**src/rtl/alu_op_sequencer_if.sv**
```systemverilog
// Command, response and ALU-side signals of the ALU operation sequencer.
// The sequencer uses slave; the environment (command source, consumer, ALU) uses master.
interface alu_op_sequencer_if;
  logic       cmd_valid;
  logic       cmd_ready;
  logic [1:0] cmd_op;
  logic [3:0] cmd_a;
  logic [3:0] cmd_b;

  logic [3:0] alu_a;
  logic [3:0] alu_b;
  logic       alu_s0;
  logic       alu_s1;
  logic [4:0] alu_out;

  logic       rsp_valid;
  logic       rsp_ready;
  logic [1:0] rsp_op;
  logic [3:0] rsp_result;
  logic       rsp_carry;
  logic       rsp_zero;
  logic       rsp_lt;
  logic       rsp_eq;
  logic       rsp_gt;
  logic       rsp_err;

  modport master (
    output cmd_valid, cmd_op, cmd_a, cmd_b, alu_out, rsp_ready,
    input  cmd_ready, alu_a, alu_b, alu_s0, alu_s1,
    input  rsp_valid, rsp_op, rsp_result, rsp_carry, rsp_zero,
    input  rsp_lt, rsp_eq, rsp_gt, rsp_err
  );

  modport slave (
    input  cmd_valid, cmd_op, cmd_a, cmd_b, alu_out, rsp_ready,
    output cmd_ready, alu_a, alu_b, alu_s0, alu_s1,
    output rsp_valid, rsp_op, rsp_result, rsp_carry, rsp_zero,
    output rsp_lt, rsp_eq, rsp_gt, rsp_err
  );
endinterface

```
**src/rtl/alu_op_sequencer.sv**
```systemverilog
// Drives one operation at a time into the 4-bit combinational ALU, waits a settle
// window, then captures and decodes the ALU output onto a valid/ready response.
module alu_op_sequencer #(
  parameter int unsigned SETTLE_CYCLES = 1
) (
  input logic               clk,
  input logic               rst,
  alu_op_sequencer_if.slave bus
);
  // state | meaning
  // IDLE  | ALU inputs parked at 0, ready for a command
  // WAIT  | held operands on the ALU, settle counter running
  // RESP  | decoded result presented until the consumer takes it
  typedef enum logic [1:0] {IDLE = 2'd0, WAIT = 2'd1, RESP = 2'd2} state_t;

  localparam logic [1:0] OP_ADD = 2'b00;
  localparam logic [1:0] OP_SUB = 2'b01;
  localparam logic [1:0] OP_CMP = 2'b10;
  localparam logic [1:0] OP_AND = 2'b11;
  localparam logic [3:0] CNT_LOAD = 4'(SETTLE_CYCLES - 1);

  state_t     state, state_nxt;
  logic [3:0] cnt, cnt_nxt;
  logic [1:0] hold_op;
  logic [3:0] hold_a, hold_b;
  logic       accept, capture;

  logic [3:0] dec_result;
  logic       dec_carry, dec_zero, dec_lt, dec_eq, dec_gt, dec_err;

  always_ff @(posedge clk) begin
    if (rst) begin
      state          <= IDLE;
      cnt            <= '0;
      hold_op        <= '0;
      hold_a         <= '0;
      hold_b         <= '0;
      bus.rsp_valid  <= 1'b0;
      bus.rsp_op     <= '0;
      bus.rsp_result <= '0;
      bus.rsp_carry  <= 1'b0;
      bus.rsp_zero   <= 1'b0;
      bus.rsp_lt     <= 1'b0;
      bus.rsp_eq     <= 1'b0;
      bus.rsp_gt     <= 1'b0;
      bus.rsp_err    <= 1'b0;
    end else begin
      state <= state_nxt;
      cnt   <= cnt_nxt;
      if (accept) begin
        hold_op <= bus.cmd_op;
        hold_a  <= bus.cmd_a;
        hold_b  <= bus.cmd_b;
      end
      if (capture) begin
        bus.rsp_valid  <= 1'b1;
        bus.rsp_op     <= hold_op;
        bus.rsp_result <= dec_result;
        bus.rsp_carry  <= dec_carry;
        bus.rsp_zero   <= dec_zero;
        bus.rsp_lt     <= dec_lt;
        bus.rsp_eq     <= dec_eq;
        bus.rsp_gt     <= dec_gt;
        bus.rsp_err    <= dec_err;
      end else if (state == RESP && bus.rsp_ready) begin
        bus.rsp_valid <= 1'b0;
      end
    end
  end

  always_comb begin
    state_nxt     = state;
    cnt_nxt       = cnt;
    accept        = 1'b0;
    capture       = 1'b0;
    bus.cmd_ready = 1'b0;
    bus.alu_a     = hold_a;
    bus.alu_b     = hold_b;
    bus.alu_s0    = hold_op[0];
    bus.alu_s1    = hold_op[1];
    case (state)
      IDLE: begin
        bus.cmd_ready = 1'b1;
        bus.alu_a     = '0;
        bus.alu_b     = '0;
        bus.alu_s0    = 1'b0;
        bus.alu_s1    = 1'b0;
        if (bus.cmd_valid) begin
          accept    = 1'b1;
          cnt_nxt   = CNT_LOAD;
          state_nxt = WAIT;
        end
      end
      WAIT: begin
        if (cnt != 4'd0) begin
          cnt_nxt = cnt - 4'd1;
        end else begin
          capture   = 1'b1;
          state_nxt = RESP;
        end
      end
      RESP: begin
        if (bus.rsp_ready) state_nxt = IDLE;
      end
      default: state_nxt = IDLE;
    endcase
  end

  // Decode only reinterprets the ALU code; nothing is recomputed from the operands.
  always_comb begin
    dec_result = bus.alu_out[3:0];
    dec_carry  = 1'b0;
    dec_zero   = 1'b0;
    dec_lt     = 1'b0;
    dec_eq     = 1'b0;
    dec_gt     = 1'b0;
    dec_err    = 1'b0;
    case (hold_op)
      OP_ADD, OP_SUB: begin
        dec_carry = bus.alu_out[4];
        dec_zero  = (bus.alu_out[3:0] == 4'd0);
      end
      OP_CMP: begin
        dec_lt  = bus.alu_out[0];
        dec_eq  = bus.alu_out[1];
        dec_gt  = bus.alu_out[2];
        dec_err = !((bus.alu_out[4:3] == 2'b00) &&
                    (bus.alu_out[2:0] == 3'b001 || bus.alu_out[2:0] == 3'b010 ||
                     bus.alu_out[2:0] == 3'b100));
      end
      OP_AND: begin
        dec_zero = (bus.alu_out[3:0] == 4'd0);
        dec_err  = bus.alu_out[4];
      end
      default: dec_err = 1'b1;
    endcase
  end
endmodule

```
**src/flat_wrapper.sv**
```systemverilog
// flat-port wrapper written by rule: the top's interface ports become plain ports
module alu_op_sequencer_flat 
#(
  parameter int unsigned SETTLE_CYCLES = 1
)
  (clk, rst, bus_cmd_valid, bus_cmd_op, bus_cmd_a, bus_cmd_b, bus_alu_out, bus_rsp_ready, bus_cmd_ready, bus_alu_a, bus_alu_b, bus_alu_s0, bus_alu_s1, bus_rsp_valid, bus_rsp_op, bus_rsp_result, bus_rsp_carry, bus_rsp_zero, bus_rsp_lt, bus_rsp_eq, bus_rsp_gt, bus_rsp_err);
  alu_op_sequencer_if bus_i ();
  input logic clk;
  input logic rst;
  input wire logic [$bits(bus_i.cmd_valid)-1:0] bus_cmd_valid;
  input wire logic [$bits(bus_i.cmd_op)-1:0] bus_cmd_op;
  input wire logic [$bits(bus_i.cmd_a)-1:0] bus_cmd_a;
  input wire logic [$bits(bus_i.cmd_b)-1:0] bus_cmd_b;
  input wire logic [$bits(bus_i.alu_out)-1:0] bus_alu_out;
  input wire logic [$bits(bus_i.rsp_ready)-1:0] bus_rsp_ready;
  output wire logic [$bits(bus_i.cmd_ready)-1:0] bus_cmd_ready;
  output wire logic [$bits(bus_i.alu_a)-1:0] bus_alu_a;
  output wire logic [$bits(bus_i.alu_b)-1:0] bus_alu_b;
  output wire logic [$bits(bus_i.alu_s0)-1:0] bus_alu_s0;
  output wire logic [$bits(bus_i.alu_s1)-1:0] bus_alu_s1;
  output wire logic [$bits(bus_i.rsp_valid)-1:0] bus_rsp_valid;
  output wire logic [$bits(bus_i.rsp_op)-1:0] bus_rsp_op;
  output wire logic [$bits(bus_i.rsp_result)-1:0] bus_rsp_result;
  output wire logic [$bits(bus_i.rsp_carry)-1:0] bus_rsp_carry;
  output wire logic [$bits(bus_i.rsp_zero)-1:0] bus_rsp_zero;
  output wire logic [$bits(bus_i.rsp_lt)-1:0] bus_rsp_lt;
  output wire logic [$bits(bus_i.rsp_eq)-1:0] bus_rsp_eq;
  output wire logic [$bits(bus_i.rsp_gt)-1:0] bus_rsp_gt;
  output wire logic [$bits(bus_i.rsp_err)-1:0] bus_rsp_err;
  assign bus_i.cmd_valid = bus_cmd_valid;
  assign bus_i.cmd_op = bus_cmd_op;
  assign bus_i.cmd_a = bus_cmd_a;
  assign bus_i.cmd_b = bus_cmd_b;
  assign bus_i.alu_out = bus_alu_out;
  assign bus_i.rsp_ready = bus_rsp_ready;
  assign bus_cmd_ready = bus_i.cmd_ready;
  assign bus_alu_a = bus_i.alu_a;
  assign bus_alu_b = bus_i.alu_b;
  assign bus_alu_s0 = bus_i.alu_s0;
  assign bus_alu_s1 = bus_i.alu_s1;
  assign bus_rsp_valid = bus_i.rsp_valid;
  assign bus_rsp_op = bus_i.rsp_op;
  assign bus_rsp_result = bus_i.rsp_result;
  assign bus_rsp_carry = bus_i.rsp_carry;
  assign bus_rsp_zero = bus_i.rsp_zero;
  assign bus_rsp_lt = bus_i.rsp_lt;
  assign bus_rsp_eq = bus_i.rsp_eq;
  assign bus_rsp_gt = bus_i.rsp_gt;
  assign bus_rsp_err = bus_i.rsp_err;
  alu_op_sequencer #(.SETTLE_CYCLES(SETTLE_CYCLES)) u_core (.clk(clk), .rst(rst), .bus(bus_i));
endmodule
```
**config.mk**
```make
export PLATFORM = sky130hd
export DESIGN_NAME = alu_op_sequencer_flat
export DESIGN_NICKNAME = d
export VERILOG_FILES = /design/src/rtl/alu_op_sequencer_if.sv /design/src/rtl/alu_op_sequencer.sv /design/src/flat_wrapper.sv
export SDC_FILE = /design/constraint.sdc
export NUM_CORES = 1
export LEC_CHECK = 0
export CORE_AREA = 2 2 54 69
export CTS_CLUSTER_SIZE = 24
export DETAILED_ROUTE_END_ITERATION = 12
export DIE_AREA = 0 0 56 71
export HOLD_SLACK_MARGIN = 0.12
export PLACE_DENSITY = 0.72
export SYNTH_ARGS = -nofsm -noshare
export SYNTH_HDL_FRONTEND = slang
export SYNTH_SLANG_ARGS = --single-unit
```
**constraint.sdc**
```tcl
create_clock -name clk -period 1.55 [get_ports clk]
set_input_delay 0.155 -clock clk [delete_from_list [all_inputs] [get_ports clk]]
set_output_delay 0.155 -clock clk [all_outputs]
set_load 0.05 [all_outputs]
```
==> flow_summary.ini, run 1 <==
[run_status]
status = finished with violations
violations = negative setup slack

[detailed_routing]
ant_nets = 0
via_count = 1341
viasPerCell = 5.30
drtPass1Iterations = 4
wl_per_cell_um = 13.3
drtIter0Drc = 33
drc = 0
drt_wl_total_um = 3370

[die]
fp.dieArea_mm2 = 0.00398
rows = 24
ios = 43
die_y_um = 71
initial_core_util_pct = 38.4
fp.coreArea_mm2 = 0.00336
die_w_um = 56

[synth]
synth_seq_area_share_pct = 45.0
synth_nets = 178
syn-cell-area_mm2 = 0.00129
avgSynthCellArea_um2 = 8.17
synth_cells = 158
synth-main-ff-cell = dfxtp_1
synth_edf_count = 0
synth-async-reset-ratio_pct = 0
yosys_register_bits = 29
ys_types = 34
ys_warn_count = 0

[clock_network]
cts_sinks = 29
clk_latency_ps = 280
cts_max_path_buffers = 2
numCtsBuffers = 5
cts_tree = done
cts_hold_buf = 0
htree_levels = 2
postCtsSetupBuffers = 0
clockRootBuffer = clkbuf_8
clkTransAtPathRegs_ps = 60

[global_routing]
antenna_found_initial = 0
grt_use_met1_pct = 18.9
grt_busiest_layer = met2
met2_usage_pct = 31.6
use_met3_pct = 6.40
grt_pass1_wl_um = 5620
grt_use_total_pct = 17.5
grt_pass1_vias = 1273
gr-total-overflow = 0
grt_max_degree = 21

[timing]
finalMaxSlewViolations = 0
max_slew_margin_pct = 71.0
hold_violations = 0
final.setup.tns_ps = -5.40
tightest_slew_ps = 423
rsz0062_at_grt = yes
fmax_ghz = 0.643
fin_crit_ps = 1560
skew_ps = 2.77
min_period_over_period_pct = 100
setup_ws_ps = -5.40
finalSetupViolCount = 1

[min_path]
hold_class = in2reg

[setup_path]
startpoint_type = register
slowest_stage = or4_4
crit_type = reg2reg
path_delay_family = simple AND/OR/NAND/NOR gates
cp.required_ps = 1740
cp.arrival_ps = 1750
cp_max_fo = 3
crit_buf_inv = 0
path_cells = or3_1, or4_4, a211oi_2
slowest_delay_ps = 530
end_kind = register

[place]
place_area_mm2 = 0.00182
portBuffers = 42
placedCellCount = 246
place_congestion = 0.732
dp_hpwl_um = 2540

[finish]
final_cells = 253
areaGrowthSynthToFinish_pct = 51.4
layout.nets = 234
postLayoutCellArea_mm2 = 0.00195
drive_gt1_share_pct = 32.2
n_antenna_cell = 0

[job]
max_cap_violations = 0

[power]
vdd_ir_drop_max_uv = 813
total_power_mw = 2.93
p_per_area_mw_per_mm2 = 1500
leakagePower_nw = 0.777
==> cell families after synthesis <==
family          count (synthesis)  share of synthesized area [%]
compound gates                 48                           21.1
xor+xnor                        1                          0.678
fa+ha+maj                       1                          0.969
buf+inv                        15                           4.46
flops                          29                           45.0
simple gates                   64                           27.8
==> through the flow <==
| stage | hold WS [ps] | util [%] | setup slack, ps |
|---|---|---|---|
| floorplan | 291 | - | 44.0 |
| global placement | 439 | 54.2 | -43.6 |
| detailed placement | 449 | 54.2 | -87.3 |
| CTS | 417 | 57.3 | 2.71 |
| global route | 439 | 58.1 | -47.4 |
| finish | 422 | 58.1 | -5.40 |
==> sequential cells by signal, indices dropped and copies added, names as in the netlist <==
name	cells
u_core.hold_b	4
u_core.bus.rsp_valid	1
u_core.state	2
u_core.bus.rsp_op	2
u_core.bus.rsp_zero	1
u_core.bus.rsp_err	1
u_core.bus.rsp_carry	1
u_core.bus.rsp_gt	1
u_core.hold_a	4
u_core.hold_op	2
u_core.bus.rsp_lt	1
u_core.cnt	4
u_core.bus.rsp_result	4
u_core.bus.rsp_eq	1
==> path summary, 6_finish.rpt <==
| check | startpoint | end | slack, ps | cells after the start |
|---|---|---|---|---|
| worst min register to register | u_core.hold_b[0] | u_core.hold_b[0] | 450 | 2 |
| worst min-delay path | bus_cmd_a[0] | u_core.hold_a[0] | 420 | 3 |
| worst max-delay path | u_core.cnt[0] | u_core.cnt[3] | -5 | 3 |
| worst max register to register | u_core.cnt[0] | u_core.cnt[3] | -5 | 3 |
==> power by group <==
part	switching (mW)	internal (mW)	leakage, nW
Combinational	0.816	0.564	0.495
Sequential	0.0840	0.863	0.238
Clock	0.255	0.351	0.0443
Total	1.15	1.78	0.777
==> worst register-to-register path, stage by stage, from the launching register on <==
cell and delay, ps:
dfxtp_2 330, or3_1 410, or4_4 530, a211oi_2 200
==> per-layer routing <==
layer  share of wire (%)  up-vias
met5                   0        -
li1                    -      663
met4                0.68        0
met1                  40      628
met2                  52       46
met3                 6.9        4
==> cell usage in the layout, fill, tap and decap left out, types with 2 or more instances in the layout <==
cell              n
nand2b_1          2
inv_1             3
nor2_1            2
o21ai_1           9
dfxtp_2           2
clkdlybuf4s50_1  18
nand4_1           4
buf_4            40
nor4b_1           2
or3_1             2
a211oi_2          2
nand2_1          23
nor2b_2           9
dfxtp_1          27
o21ai_0           5
clkbuf_8          6
nor2b_1           3
inv_2             2
a21oi_1          25
nand3_1           7
==> synthesized netlist by cell type (2+ instances only) <==
| library cell | n | area, um^2 |
|---|---|---|
| o21ai_0 | 12 | 60.1 |
| nand2_1 | 23 | 86.3 |
| nand3_1 | 7 | 35.0 |
| o21bai_1 | 2 | 15.0 |
| o21ai_1 | 2 | 10.0 |
| clkbuf_1 | 8 | 30.0 |
| a21oi_1 | 25 | 125 |
| nor2b_1 | 12 | 75.1 |
| nor2_1 | 3 | 11.3 |
| or4_1 | 2 | 15.0 |
| nand4_1 | 4 | 25.0 |
| inv_1 | 5 | 18.8 |
| dfxtp_1 | 29 | 581 |
| or3_1 | 2 | 12.5 |
| nor4b_1 | 2 | 17.5 |
| nand2b_1 | 2 | 12.5 |
==> timing repair <==
| action | in CTS | in global routing |
|---|---|---|
| pin swaps | 2 | 0 |
| resized for setup | 7 | 12 |
| setup endpoints to repair | 15 | 12 |
==> final cells by class <==
cell class | instances | area [um^2]
multi-input combinational | 114 | 717
clock buffer | 7 | 86.3
timing repair buffer | 59 | 500
tap | 39 | 48.8
fill | 310 | 1410
inverter | 5 | 18.8
sequential | 29 | 583
Note: power is estimated with default switching activity, not from simulation.
==> inputs of run 2 (changes only) <==
--- a/config.mk
+++ b/config.mk
@@ -5,12 +5,14 @@
 export SDC_FILE = /design/constraint.sdc
 export NUM_CORES = 1
 export LEC_CHECK = 0
-export CORE_AREA = 2 2 54 69
+export CELL_PAD_IN_SITES_DETAIL_PLACEMENT = 1
+export CELL_PAD_IN_SITES_GLOBAL_PLACEMENT = 2
+export CORE_AREA = 2 2 72 91
 export CTS_CLUSTER_SIZE = 24
 export DETAILED_ROUTE_END_ITERATION = 12
-export DIE_AREA = 0 0 56 71
+export DIE_AREA = 0 0 74 93
 export HOLD_SLACK_MARGIN = 0.12
-export PLACE_DENSITY = 0.72
+export PLACE_DENSITY_LB_ADDON = 0.1
 export SYNTH_ARGS = -nofsm -noshare
 export SYNTH_HDL_FRONTEND = slang
 export SYNTH_SLANG_ARGS = --single-unit
==> run 2 against run 1 <==
The run now ends clean; final cell count up 20%; sequential power barely moved; via count increased by 0.45%; non-clock buffer count up 4; clock skew up 5.5 ps; design area increased by 7.7%; routed wire length up 25%; clock power grew 34%; worst hold slack gained 2.1 ps; sequential cell count stayed put; clock-buffer cell count is the same; largest power group unchanged.
==> flow_summary.ini, run 2 (synthesis results as in run 1) <==
[run_status]
status = completed

[detailed_routing]
top_layer_used = met4
drt_wl_total_um = 4230
wl_per_cell_um = 13.9
viasPerCell = 4.43
drtIter0Drc = 55
dr_wl_met3_um = 204
ant_nets = 0
via_count = 1347
drtPass1Iterations = 4
drc = 0
wl_met1_um = 1810
dr_wl_met2_um = 2150

[finish]
final_cell_mix = buf_4, dfxtp_1, a21oi_1
final_util_pct = 34.8
layout.nets = 238
n_antenna_cell = 0
regArea_um2 = 583
postLayoutCellArea_mm2 = 0.00210
multi_input_area_um2 = 746
drive_gt1_share_pct = 36.1
final_cells = 304
fill_cells = 703
final_common_cell = buf_4
areaGrowthSynthToFinish_pct = 63.0

[setup_path]
cp.arrival_ps = 1720
end_kind = register
crit_type = reg2reg
cp_max_fo = 4
cp.required_ps = 1750
rr_startpoint = u_core.cnt[0]
reg2reg_depth = 5
startpoint_type = register
startpoint = u_core.cnt[0]

[global_routing]
antenna_found_initial = 0
grt_use_total_pct = 13.3
grt_max_degree = 18
gr-total-overflow = 0
grt_pass1_vias = 1452
grt_pass1_wl_um = 7020

[clock_network]
numCtsBuffers = 5
cts_sinks = 29
clockRootBuffer = clkbuf_8
htree_levels = 2
cts_hold_buf = 0
cts_tree = done
cts_max_path_buffers = 2
clkTransAtPathRegs_ps = 70
clk_latency_ps = 280

[place]
portBuffers = 42
dp_hpwl_um = 3110
dp_slack_ps = -186
place_congestion = 0.803
placedCellCount = 295
place_area_mm2 = 0.00191

[job]
max_cap_violations = 0

[timing]
tightest_slew_ps = 435
fmax_ghz = 0.658
hold_slack_ps = 425
skew_ps = 8.23
hold_violations = 0
min_period_over_period_pct = 98.1
setup_ws_ps = 29.5
fin_crit_ps = 1520
finalMaxSlewViolations = 0
final.setup.tns_ps = 0
max_slew_margin_pct = 70.9
finalSetupViolCount = 0

[die]
initial_core_util_pct = 21.4
die_w_um = 74
fp.dieArea_mm2 = 0.00688
die_y_um = 93
rows = 32
ios = 43
fp.coreArea_mm2 = 0.00605

[power]
total_power_mw = 3.26
power_switching_mw = 1.25
vdd_ir_drop_max_uv = 559
pwr-share-clk_pct = 24.9
combPwrFrac_pct = 46.1
p_seq_share_pct = 29.0
p_per_area_mw_per_mm2 = 1550
internal_power_mw = 2.01
p_sw_share_pct = 38.3
leakagePower_nw = 0.813

[min_path]
min_from = bus_cmd_a[3]
hold_depth = 3
hold_class = in2reg
run 2: power by group through the flow:
stage	Combinational [mW]	Sequential [mW]	Clock, mW
after global routing	1.64	0.958	0.879
after CTS	1.41	0.939	0.840
after global placement	1.35	0.938	0
final	1.50	0.945	0.813
after detailed placement	1.36	0.944	0
after floorplan	0.657	1.11	0
run 2: path summary, 6_finish.rpt:
kind | slack, ps | endpoint
setup / recovery | 30 | u_core.cnt[2]
setup reg to reg | 30 | u_core.cnt[2]
hold / removal | 420 | u_core.hold_a[3]
hold reg to reg | 450 | u_core.hold_b[0]
run 2: metal layers:
layer	vias to the layer above	GRT usage [%]
li1	678	-
met3	7	3.13
met2	33	23.1
met4	0	6.21
met1	629	15.1
met5	-	0
run 2: layout make-up:
class	count	share of cell area, %
multi-input combinational	114	35.4
inverter	5	0.892
tap	85	5.05
sequential	29	27.7
clock buffer	7	4.10
timing repair buffer	63	25.4
clock inverter	1	1.43
run 2: what timing repair did:
action	in CTS	in global routing
gates resized for setup	12	13
setup endpoints to repair	20	16
hold endpoints to repair	0	0
cloned	0	0
pin swaps	3	3
setup buffers	0	1
run 2: critical path: stages (launching register included):
cell and delay [ps]:
dfxtp_2 350, inv_2 60, ha_4 160, nor4bb_4 170
or4_4 520, a211oi_2 180
==> inputs of run 3 (changes only) <==
--- a/config.mk
+++ b/config.mk
@@ -5,12 +5,13 @@
 export SDC_FILE = /design/constraint.sdc
 export NUM_CORES = 1
 export LEC_CHECK = 0
+export ABC_CLOCK_PERIOD_IN_PS = 1550
 export CELL_PAD_IN_SITES_DETAIL_PLACEMENT = 1
 export CELL_PAD_IN_SITES_GLOBAL_PLACEMENT = 2
-export CORE_AREA = 2 2 72 91
+export CORE_AREA = 2 2 92 72
 export CTS_CLUSTER_SIZE = 24
 export DETAILED_ROUTE_END_ITERATION = 12
-export DIE_AREA = 0 0 74 93
+export DIE_AREA = 0 0 94 74
 export HOLD_SLACK_MARGIN = 0.12
 export PLACE_DENSITY_LB_ADDON = 0.1
 export SYNTH_ARGS = -nofsm -noshare
==> run 3 against run 2 <==
Design area fell by 1.4%; power fell by 0.71%; core utilization fell by 0.78 points; die area rose by 1.1%; sequential share of layout area rose by 0.44 points; final cell count fell by 1.6%; non-clock buffer count fell by 1; clock-buffer cell count did not move; via count barely moved; global-route usage rose by 0.56 points; worst hold slack improved by 4.1 ps; largest cell class unchanged.
==> flow_summary.ini, run 3 (synthesis results as in run 1) <==
[finish]
fill_cells = 726
postLayoutCellArea_mm2 = 0.00208
drive_gt1_share_pct = 36.2
areaGrowthSynthToFinish_pct = 60.8
layout.nets = 237
regArea_um2 = 584
final_cell_mix = buf_4, dfxtp_1, a21oi_1
n_antenna_cell = 0
multi_input_area_um2 = 739
final_common_cell = buf_4

[global_routing]
grt_pass1_vias = 1414
grt_pass1_wl_um = 7220
grt_use_total_pct = 13.9
gr-total-overflow = 0
grt_max_degree = 17
antenna_found_initial = 0

[setup_path]
crit_type = reg2reg
cp.arrival_ps = 1750
path_cells = or3_4, or4_4, a211oi_2
startpoint_type = register
cp_max_fo = 3
slowest_delay_ps = 520
slowest_stage = or4_4
cp.required_ps = 1760
end_kind = register

[timing]
rsz0062_at_grt = yes
tightest_slew_ps = 426
finalMaxSlewViolations = 0
fin_crit_ps = 1540
skew_ps = 9.32
fmax_ghz = 0.650
min_period_over_period_pct = 99.3
final.setup.tns_ps = 0
finalSetupViolCount = 0
hold_violations = 0
max_slew_margin_pct = 71.5

[detailed_routing]
drt_wl_total_um = 4580
via_count = 1346
ant_nets = 0
viasPerCell = 4.50
drtIter0Drc = 37
wl_per_cell_um = 15.3
drc = 0
drtPass1Iterations = 4

[clock_network]
cts_max_path_buffers = 2
numCtsBuffers = 5
clockRootBuffer = clkbuf_8
cts_sinks = 29
htree_levels = 2
clkTransAtPathRegs_ps = 70
clk_latency_ps = 280
cts_tree = done

[die]
initial_core_util_pct = 21.2
fp.dieArea_mm2 = 0.00696
die_w_um = 94
ios = 43
rows = 25
fp.coreArea_mm2 = 0.00610
die_y_um = 74

[place]
place_area_mm2 = 0.00189
portBuffers = 42
place_congestion = 0.818
dp_hpwl_um = 3310

[job]
max_cap_violations = 0

[power]
vdd_ir_drop_max_uv = 429
p_per_area_mw_per_mm2 = 1560
leakagePower_nw = 0.802

[run_status]
status = completed

[min_path]
hold_class = in2reg
[run 3: timing repair]
| item | CTS | global route |
|---|---|---|
| buffers inserted | 0 | 1 |
| gates resized for setup | 13 | 10 |
| pin swaps | 3 | 5 |
| hold buffers | 0 | 0 |
| setup endpoints to repair | 26 | 16 |
| gates cloned | 0 | 1 |
[run 3: path summary, 6_finish.rpt]
check	slack [ps]	endpoint	depth (start not counted)	from
hold reg to reg	450	u_core.hold_a[0]	2	u_core.hold_a[0]
setup reg to reg	10	u_core.cnt[3]	3	u_core.cnt[1]
hold / removal	430	u_core.hold_op[0]	3	bus_cmd_op[0]
setup / recovery	10	u_core.cnt[3]	3	u_core.cnt[1]
[run 3: cell type report]
class / count / area share [%]
sequential: 29 / 28.1
timing repair buffer: 62 / 25.6
clock inverter: 1 / 0.241
tap: 81 / 4.88
multi-input combinational: 114 / 35.6
clock buffer: 7 / 4.64
inverter: 5 / 0.904
[run 3: stage by stage]
step / setup WS (ps) / utilization [%] / power [mW] / hold slack, ps / cells
after global routing: -30.4 / 34.0 / 3.45 / 417 / 299
after detailed placement: -193 / 31.0 / 2.34 / 448 / 289
after CTS: -3.41 / 33.3 / 3.17 / 419 / 297
after global placement: -91.6 / 31.0 / 2.29 / 437 / 289
after floorplan: 44.0 / - / 1.76 / 291 / 158
final: 10.7 / 34.0 / 3.24 / 429 / 299
[run 3: routing by layer]
layer	track usage, %	up-vias	routed length (um)
li1	-	672	-
met1	17.5	649	2190
met2	22.7	20	2200
met3	4.15	5	124
met4	5.31	0	66
met5	0	-	0
[run 3: power by group]
| part | leakage, nW | switching [mW] | total (mW) | internal [mW] |
|---|---|---|---|---|
| registers | 0.238 | 0.0920 | 0.955 | 0.863 |
| logic | 0.510 | 0.920 | 1.58 | 0.663 |
| clock network | 0.0542 | 0.299 | 0.699 | 0.401 |
| total | 0.802 | 1.31 | 3.24 | 1.93 |
[run 3: worst max-delay path, delay by kind of cell, from the launching register on]
kind | cells | cell delay [ps]
flip-flops | 1 | 330
AO/OA/AOI/OAI | 1 | 220
AND/OR/NAND/NOR | 2 | 910
